==> src/rtl/serial_rx.sv <==
// 8N1 UART receiver: 2-FF synchronizer, mid-bit sampling, byte strobe and framing error flag.
// Define SERIAL_RX_PARITY_EN to receive 8E1 frames with even-parity checking.
module serial_rx #(
  parameter int unsigned BAUD_DIV = 10417,
  parameter int unsigned CNT_W    = $clog2(BAUD_DIV + 1)
) (
  input  logic       clk_in,
  input  logic       rst_in,
  input  logic       data_in,
  output logic [7:0] val_out,
  output logic       valid_out,
  output logic       frame_err_out,
  output logic       parity_err_out,
  output logic       busy_out
);

  localparam logic [CNT_W-1:0] HalfLoad = CNT_W'(BAUD_DIV / 2 - 1);
  localparam logic [CNT_W-1:0] BitLoad  = CNT_W'(BAUD_DIV - 1);

`ifdef SERIAL_RX_PARITY_EN
  typedef enum logic [2:0] {StIdle, StStart, StData, StStop, StWaitHi, StParity} state_e;
`else
  typedef enum logic [2:0] {StIdle, StStart, StData, StStop, StWaitHi} state_e;
`endif

  state_e           state_q;
  logic             sync_q;
  logic             rx_s;
  logic [CNT_W-1:0] cnt_q;
  logic [2:0]       bit_idx_q;
  logic [7:0]       shreg_q;
  logic             parity_ok;

`ifdef SERIAL_RX_PARITY_EN
  logic par_bit_q;
  logic par_err_q;
  assign parity_ok      = ~(^{shreg_q, par_bit_q});
  assign parity_err_out = par_err_q;
`else
  assign parity_ok      = 1'b1;
  assign parity_err_out = 1'b0;
`endif

  always_ff @(posedge clk_in or negedge rst_in) begin
    if (!rst_in) begin
      sync_q        <= 1'b1;
      rx_s          <= 1'b1;
      state_q       <= StIdle;
      cnt_q         <= '0;
      bit_idx_q     <= '0;
      shreg_q       <= '0;
      val_out       <= '0;
      valid_out     <= 1'b0;
      frame_err_out <= 1'b0;
      busy_out      <= 1'b0;
`ifdef SERIAL_RX_PARITY_EN
      par_bit_q     <= 1'b0;
      par_err_q     <= 1'b0;
`endif
    end else begin
      sync_q        <= data_in;
      rx_s          <= sync_q;
      valid_out     <= 1'b0;
      frame_err_out <= 1'b0;
`ifdef SERIAL_RX_PARITY_EN
      par_err_q     <= 1'b0;
`endif
      case (state_q)
        StIdle: begin
          if (!rx_s) begin
            state_q  <= StStart;
            cnt_q    <= HalfLoad;
            busy_out <= 1'b1;
          end
        end
        StStart: begin
          if (cnt_q == '0) begin
            // Line back high at mid-start means a glitch, not a frame
            if (!rx_s) begin
              state_q   <= StData;
              cnt_q     <= BitLoad;
              bit_idx_q <= '0;
            end else begin
              state_q  <= StIdle;
              busy_out <= 1'b0;
            end
          end else begin
            cnt_q <= cnt_q - CNT_W'(1);
          end
        end
        StData: begin
          if (cnt_q == '0) begin
            shreg_q <= {rx_s, shreg_q[7:1]};
            cnt_q   <= BitLoad;
            if (bit_idx_q == 3'd7) begin
`ifdef SERIAL_RX_PARITY_EN
              state_q <= StParity;
`else
              state_q <= StStop;
`endif
            end else begin
              bit_idx_q <= bit_idx_q + 3'd1;
            end
          end else begin
            cnt_q <= cnt_q - CNT_W'(1);
          end
        end
`ifdef SERIAL_RX_PARITY_EN
        StParity: begin
          if (cnt_q == '0) begin
            par_bit_q <= rx_s;
            cnt_q     <= BitLoad;
            state_q   <= StStop;
          end else begin
            cnt_q <= cnt_q - CNT_W'(1);
          end
        end
`endif
        StStop: begin
          if (cnt_q == '0) begin
            // Leave at mid-stop so a start bit with no idle gap is still caught
            if (rx_s) begin
              state_q  <= StIdle;
              busy_out <= 1'b0;
              if (parity_ok) begin
                val_out   <= shreg_q;
                valid_out <= 1'b1;
              end else begin
`ifdef SERIAL_RX_PARITY_EN
                par_err_q <= 1'b1;
`endif
              end
            end else begin
              frame_err_out <= 1'b1;
              state_q       <= StWaitHi;
            end
          end else begin
            cnt_q <= cnt_q - CNT_W'(1);
          end
        end
        StWaitHi: begin
          if (rx_s) begin
            state_q  <= StIdle;
            busy_out <= 1'b0;
          end
        end
        default: begin
          state_q  <= StIdle;
          busy_out <= 1'b0;
        end
      endcase
    end
  end

endmodule

==> config.mk <==
export PLATFORM = sky130hd
export DESIGN_NAME = serial_rx
export DESIGN_NICKNAME = d
export VERILOG_FILES = /design/src/rtl/serial_rx.sv
export SDC_FILE = /design/constraint.sdc
export NUM_CORES = 1
export LEC_CHECK = 0
export BUFFER_PORTS_ARGS = -buffer_cell sky130_fd_sc_hd__buf_2
export CAP_MARGIN = 20
export CORE_MARGIN = 8
export CORE_UTILIZATION = 59
export CTS_CLUSTER_DIAMETER = 120
export CTS_CLUSTER_SIZE = 24
export DETAILED_ROUTE_END_ITERATION = 6
export GPL_TIMING_DRIVEN = 1
export PLACE_DENSITY_LB_ADDON = 0.3
export SETUP_SLACK_MARGIN = 0.4
export SLEW_MARGIN = 20
export SYNTH_ARGS = -nofsm -noshare
export SYNTH_HDL_FRONTEND = slang
export SYNTH_SLANG_ARGS = --single-unit
==> constraint.sdc <==
create_clock -name clk_in -period 2.4 [get_ports clk_in]
set_input_delay 0.12 -clock clk_in [delete_from_list [all_inputs] [get_ports clk_in]]
set_output_delay 0.12 -clock clk_in [all_outputs]
set_load 0.02 [all_outputs]
==> run metrics, run 1 <==
final core occ 82.1%; RR Startpoint cnt_q[2]; fin crit share 94.6%; Top Family by Delay on Critical Path simple AND/OR/NAND/NOR gates; Worst VDD drop 267 uV; nature of the critical path endpoint flip-flop; Die Area 5760 um2; top post-synthesis cells by count 39 x dfrtp_1, 16 x nor2_1, 15 x nand2_1, 13 x a21oi_1, 10 x inv_1; core area 3390 um2; hold path startpoint sync_q; Synth Cell Area 2120 um2; area leader, netlist dfrtp_1; Routed WL 6.83 mm; DP Area 2250 um2; FFs w/ async S/R, synth 100%; Top FF cell, synth dfrtp_1; GRT overflow 0; Seq cells post-synth 41; CTS Sinks 41; DR DRC count 0; WS Path Type flip-flop to flip-flop; Post-Synthesis Cells 197; area growth from synthesis to layout 31.4%; startpoint types flip-flop; Final Hold Viols 0; RSZ-0062 raised after global routing true; H-tree depth 2; area taken by multi-input logic gates 1150 um2; Lkg Pwr 1.26 nW; crit-path max FO 4; wire per inst 23.4 um; die height 75.9 um; post-synth top area share 46.1%; Hold Crit Depth 0; Fillers 169; worst setup margin 130 ps; Max Cap Viol 0; Hold Crit Class flip-flop to flip-flop; routing usage on met2 31.8%; hpwl dp 3.16 mm; vias in the first global route 1853; initial antenna violation count 0; placed cells 251; Seq pwr share 65.9%; Comb power frac 2.1%; Worst Max-Slew Pin Slew 894 ps; layout cell share with drive strength beyond 1 44.7%; Avg Cell Area, Syn 10.8 um2; Worst setup startpoint cnt_q[2]; CP Depth 6; Final nets 252; first-pass GRT wire length 9.24 mm; Slowest Stage Delay on Critical Path 590 ps; Setup violations, final 0; Place WS 141 ps; status completed; Post-Syn Nets 204; Critical-path top delay cell or4b_4; starting density of the core 62.5%; final instance area 2780 um2; io pins 15; Clk network pwr share 32.0%; CTS tree done; Clock transition at path regs 120 ps; Port Buffers 13; Net Sw Frac 23.4%; Pins Over Slew Limit 0; Post-synth EDFFs 0; Top Usage Layer GRT met2; Placement Rows 21; DR pass1 iterations 6; GRT Resource Usage Total 19.8%; final setup skew 11.8 ps; register area share after synthesis 48.6%; register area 1030 um2; CP Buf/Inv Count 2; deepest clock path buffer count 2; NetSw 0.248 mW; P_int 0.810 mW; fin cells 292; Reg2Reg Depth 6; chip width 75.9 um; Worst-Skew Late Latency 360 ps; pin count of the biggest net entering global routing 42; Area contributors post-synth dfrtp_1 46%, mux2_4 5.7%, mux2_2 4.3%; Pwr Density 380 nW/um2; Synth warnings 0; met1 global-route usage 21.7%; crit path time final 2270 ps; vias post-DR 2014; CTS buffer count 5; fmax 441 MHz; routed vias/inst 6.90; Setup TNS 0 ps; Final ANT Viol Nets 0; global-route track usage on met3 7.31%; Slew HR 40.4%; n_diodes 0; worst path required time 2650 ps; Starting DRT DRC Count 296; synth unique cells 54; Final GP Congestion 0.912; Root Driver clkbuf_4; WP data arrival 2520 ps; Critical Path, Cell by Cell buf_4 > nor4_4 > nand4_1 > or4b_4 > buf_6 > mux2_4; most common cell in the netlist dfrtp_1
[per-stage QoR]
stage	power, mW	hold slack, ps
finish	1.06	372
global route	1.10	378
CTS	1.05	368
detailed placement	0.728	232
global placement	0.728	230
floorplan	0.713	-176
[sequential cells by signal, indices dropped and copies added (netlist names), 3 cells and up]
register / count
state_q: 3
shreg_q: 8
bit_idx_q: 3
val_out: 8
cnt_q: 14
[cell usage in the layout (no fill, tap or decap), types with 3 or more instances in the layout]
cell and instances:
nand3_1 6, nor3_1 4, inv_1 8, dfrtp_1 36
o2bb2ai_1 3, nand4_1 4, nor2_1 15, a21oi_1 8
buf_6 11, buf_12 4, o21ai_0 3, buf_2 13
a21oi_2 5, o21ai_2 4, clkbuf_4 5, o31a_1 3
mux2_2 8, nor3_2 3, buf_4 19, mux2_4 8
nand2_1 14, dfrtp_2 3
[path summary, 6_finish.rpt]
kind	to	slack (ps)
worst max register to register	shreg_q[7]	130
min in group asynchronous	val_out[4]	410
max in group asynchronous	cnt_q[5]	1380
worst max-delay path	shreg_q[7]	130
worst min register to register	rx_s	370
worst min-delay path	rx_s	370
[repair_timing]
item                                    4_1_cts  5_1_grt
endpoints found under the setup margin       25       38
endpoints found under the hold margin        40        0
hold buffers                                  2        0
cloned                                        2        0
resized for setup                            24       24
buffers inserted                             20        9
pin swaps                                    11       14
[cell type report]
type	count	share of cell area, %
Tap cell	46	2.07
Sequential cell	41	37.1
Multi-Input combinational cell	137	41.2
Clock buffer	6	1.48
Inverter	10	1.35
Timing Repair Buffer	50	16.5
Clock inverter	2	0.360
[logic make-up after synthesis]
kind of cell               count (synthesis)  share of synthesized area [%]
AOI/OAI and AO/OA                         42                           13.6
xor gates and xnor gates                   1                          0.414
adders and majority gates                  6                           3.31
buffers and inverters                     20                           4.73
DFF                                       41                           48.6
muxes                                     18                           10.9
other                                      1                          0.177
and+or+nand+nor                           68                           18.3
[power groups by stage]
stage	sequential, mW	clock [mW]	combinational, mW
floorplan	0.708	0	0.00491
global placement	0.709	0	0.0185
detailed placement	0.709	0	0.0189
CTS	0.696	0.335	0.0221
global route	0.697	0.375	0.0260
finish	0.697	0.338	0.0225
[layer usage]
layer  routed length, um  vias to the layer above
met2                3280                      143
met3                 644                       49
met4                 364                        0
li1                    -                      816
met1                2540                     1006
met5                   0                        -
No activity file was read; power rests on OpenSTA's default activity.
==> inputs of run 2 (changes only) <==
- CORE_MARGIN: 8 -> unset
==> run metrics, run 2 (synthesis gave the netlist of run 1 again) <==
Final Hold Viols 0; nature of the critical path endpoint flip-flop; routed vias/inst 6.68; Critical-path top delay cell or4_4; DP Area 2230 um2; worst path required time 2660 ps; fmax 430 MHz; Slowest Stage Delay on Critical Path 540 ps; starting density of the core 62.5%; Worst-Skew Late Latency 380 ps; n_diodes 0; H-tree depth 2; Setup TNS 0 ps; status completed; Critical Path, Cell by Cell or4_4 > nor4_4 > a311o_1 > buf_6 > nor3_1 > a211o_1; Worst VDD drop 272 uV; crit-path max FO 14; Port Buffers 13; Clock transition at path regs 140 ps; register area 1030 um2; DR DRC count 0; final setup skew 13.5 ps; CTS buffer count 5; DR pass1 iterations 5; Largest Register cnt_q; initial antenna violation count 0; WS Path Type flip-flop to flip-flop; Starting DRT DRC Count 258; Die Area 3830 um2; pin count of the biggest net entering global routing 42; Slew HR 41.5%; biggest regs cnt_q x14, shreg_q x8, val_out x8; Max Cap Viol 0; P_int 0.945 mW; deepest clock path buffer count 2; layout cell share with drive strength beyond 1 41.1%; startpoint types flip-flop; RSZ-0062 raised after global routing true; Pwr Density 457 nW/um2; final core occ 78.7%; GRT overflow 0; core area 3390 um2; Net Sw Frac 22.4%; CTS Sinks 41; die height 61.9 um; NetSw 0.274 mW; GRT Resource Usage Total 30.2%; Lkg Pwr 1.21 nW; io pins 15; vias in the first global route 1695; Final ANT Viol Nets 0; Final nets 242; most frequent cells in the layout 35 x dfrtp_1, 19 x buf_4, 15 x nor2_1; first-pass GRT wire length 8.16 mm; Comb power frac 1.8%; crit path time final 2330 ps; area taken by multi-input logic gates 1160 um2; Placement Rows 21; Fillers 174; Clk network pwr share 41.1%; vias post-DR 1884; Final GP Congestion 0.871; Hold Crit Class flip-flop to flip-flop; chip width 61.9 um; commonest non-fill, non-tap cell in the layout dfrtp_1; Worst Max-Slew Pin Slew 878 ps; wire per inst 21.0 um; Pwr Total 1.22 mW; Setup violations, final 0; Largest register FFs 14; final instance area 2670 um2; Pins Over Slew Limit 0; fin crit share 96.9%; Root Driver clkbuf_4; WP data arrival 2590 ps; Seq pwr share 57.1%; Routed WL 5.94 mm; CTS tree done; hpwl dp 2.92 mm; area growth from synthesis to layout 25.9%
[run 2: final timing paths]
| kind | slack [ps] | end | cells after the start | startpoint |
|---|---|---|---|---|
| max | 70 | cnt_q[5] | 6 | cnt_q[5] |
| min | 370 | rx_s | 0 | sync_q |
| max reg2reg | 70 | cnt_q[5] | 6 | cnt_q[5] |
| min reg2reg | 370 | rx_s | 0 | sync_q |
| max in group asynchronous | 1400 | cnt_q[4] | 2 | rst_in |
| min in group asynchronous | 380 | state_q[2] | 2 | rst_in |
[run 2: worst max-delay path: cells and delay by family (launching register included)]
kind	cells	cell delay [ps]
and+or+nand+nor	3	970
AOI/OAI and AO/OA	2	570
DFF	1	490
buffers and inverters	1	180
[run 2: final cells by class]
type                       instances  share of cell area [%]
clock buffer                       6                    1.92
clock inverter                     2                    1.41
inverter                          10                    1.41
multi-input combinational        138                    43.4
sequential                        41                    38.7
tap                               46                    2.16
timing repair buffer              39                    11.0
[run 2: power groups by stage]
stage	logic (mW)	registers (mW)	clock network, mW
global route	0.0251	0.697	0.532
global placement	0.0185	0.709	0
detailed placement	0.0191	0.709	0
floorplan	0.00491	0.708	0
finish	0.0216	0.696	0.501
CTS	0.0221	0.696	0.485
[run 2: per-layer routing]
layer	vias up	part of all wire, %	routed length [um]	GRT usage (%)
met5	-	0	0	0
li1	803	-	-	-
met3	55	6.8	402	7.04
met2	126	47	2780	49.9
met4	0	8.1	481	16.5
met1	900	38	2280	36.4
[run 2: stage by stage]
stage          std cells  setup slack [ps]  hold WS, ps
6_report             282              74.4          367
4_1_cts              273               280          367
5_1_grt              282              21.6          377
3_5_place_dp         250               147          231
3_3_place_gp         250               271          227
2_1_floorplan        197               394         -176
[run 2: what timing repair did]
action                     CTS  global route
setup endpoints to repair   25            37
cloned                       2             0
buffers inserted            11             9
hold endpoints to repair    40             0
pin swaps                    6            15
hold buffers                 2             0
resized for setup           21            17
==> inputs of run 3 (changes only) <==
- CELL_PAD_IN_SITES_DETAIL_PLACEMENT: unset -> 1
- CELL_PAD_IN_SITES_GLOBAL_PLACEMENT: unset -> 2
- CORE_UTILIZATION: 59 -> 39
==> run metrics, run 3 (synthesis gave the netlist of run 1 again) <==
Pins Over Slew Limit 0; Port Buffers 13; starting density of the core 41.0%; Die Area 5730 um2; chip width 75.7 um; Setup violations, final 0; DR pass1 iterations 4; CTS buffer count 5; crit path time final 2240 ps; Reg2Reg Depth 6; first-pass GRT wire length 9.16 mm; Starting DRT DRC Count 56; Final GP Congestion 0.889; RR Startpoint cnt_q[5]; CP Buf/Inv Count 2; Seq pwr share 59.5%; fin crit share 93.2%; Worst Hold End rx_s; layout cell share with drive strength beyond 1 47.3%; WS Path Type flip-flop to flip-flop; fin cells 311; worst path required time 2580 ps; status completed; Final nets 247; vias in the first global route 1803; WP data arrival 2420 ps; Top Family by Delay on Critical Path simple AND/OR/NAND/NOR gates; setup slack on the worst flop-to-flop path 160 ps; Critical Path, Cell by Cell buf_6 > nor4_4 > nand4_1 > buf_4 > or4b_4 > mux2_4; biggest regs cnt_q x14, shreg_q x8, val_out x8; P_int 0.898 mW; Clock transition at path regs 80 ps; Worst Max-Slew Pin Slew 915 ps; DR DRC count 0; area growth from synthesis to layout 33.2%; Max Cap Viol 0; Comb power frac 1.9%; Slowest Stage Delay on Critical Path 550 ps; Placement Rows 26; deepest clock path buffer count 2; Clk network pwr share 38.6%; Root Driver clkbuf_8; NetSw 0.271 mW; vias post-DR 1730; placed cells 277; worst setup margin 164 ps; nature of the critical path endpoint flip-flop; routed vias/inst 5.56; Hold Crit Depth 0; fmax 447 MHz; initial antenna violation count 0; Reg2Reg Capture Point shreg_q[3]; Hold Crit Class flip-flop to flip-flop; Largest Register cnt_q; RSZ-0062 raised after global routing true; final setup skew 3.65 ps; die height 75.7 um; Routed WL 5.83 mm; CTS Sinks 41; Pwr Density 415 nW/um2; core area 5170 um2; Critical-path top delay cell or4b_4; Largest register FFs 14; CTS tree done; crit-path max FO 5; H-tree depth 2; most frequent cells in the layout 37 x dfrtp_1, 18 x buf_4, 15 x nor2_1; Slew HR 39.0%; Final Hold Viols 0; Pwr Total 1.17 mW; GRT Resource Usage Total 22.0%; hold path startpoint sync_q; io pins 15; Final ANT Viol Nets 0; Setup TNS 0 ps; Lkg Pwr 1.25 nW; Net Sw Frac 23.2%; wire per inst 18.7 um; n_diodes 0; GRT overflow 0; pin count of the biggest net entering global routing 42; Worst-Skew Late Latency 290 ps; Place WS 116 ps; startpoint types flip-flop; hpwl dp 3.55 mm; Worst VDD drop 208 uV; commonest non-fill, non-tap cell in the layout dfrtp_1
run 3: area by class of cell:
type / count / area [um2]
clock buffer: 5 / 68.8
clock inverter: 3 / 17.5
fill: 554 / 2350
inverter: 10 / 37.5
multi-input combinational: 138 / 1220
sequential: 41 / 1030
tap: 70 / 87.6
timing repair buffer: 44 / 357
run 3: worst register-to-register path, stage by stage, from the launching register on:
cell     delay (ps)
dfrtp_2         440
buf_6           130
nor4_4          280
nand4_1         210
buf_4           210
or4b_4          550
mux2_4          320
run 3: per-stage QoR:
stage	hold WS [ps]	utilization [%]	area, um2
2_1_floorplan	-176	-	2150
3_3_place_gp	228	44.4	2300
3_5_place_dp	229	44.4	2300
4_1_cts	364	51.8	2680
5_1_grt	371	54.5	2820
6_report	364	54.5	2820
run 3: per-layer routing:
| metal | track usage, % | vias up | routed length [um] |
|---|---|---|---|
| li1 | - | 804 | - |
| met1 | 27.1 | 892 | 2490 |
| met2 | 39.4 | 28 | 3140 |
| met3 | 2.91 | 6 | 122 |
| met4 | 8.02 | 0 | 65 |
| met5 | 0 | - | 0 |
run 3: worst max-delay path by stage:
stage | startpoint | endpoint | slack (ps) | cells past startpoint
2_1_floorplan | cnt_q[3] | shreg_q[0] | 390 | 5
3_5_place_dp | cnt_q[0] | cnt_q[8] | 120 | 8
4_1_cts | cnt_q[5] | shreg_q[1] | 250 | 6
6_report | cnt_q[5] | shreg_q[3] | 160 | 6
5_1_grt | cnt_q[2] | cnt_q[12] | 120 | 7
3_3_place_gp | cnt_q[0] | bit_idx_q[1] | 200 | 7
run 3: what timing repair did:
action                                  4_1_cts  5_1_grt
pin swaps                                    19       15
resized for setup                            34       28
hold buffers                                  2        0
endpoints found under the setup margin       26       37
hold endpoints to repair                     40        0
cloned                                        3        0
setup buffers                                18        3
run 3: power groups by stage:
stage                     clock network [mW]  registers, mW  logic (mW)
after floorplan                            0          0.708     0.00491
final                                  0.452          0.696      0.0218
after global routing                   0.491          0.696      0.0254
after detailed placement                   0          0.709      0.0197
after CTS                              0.467          0.695      0.0231
after global placement                     0          0.709      0.0191
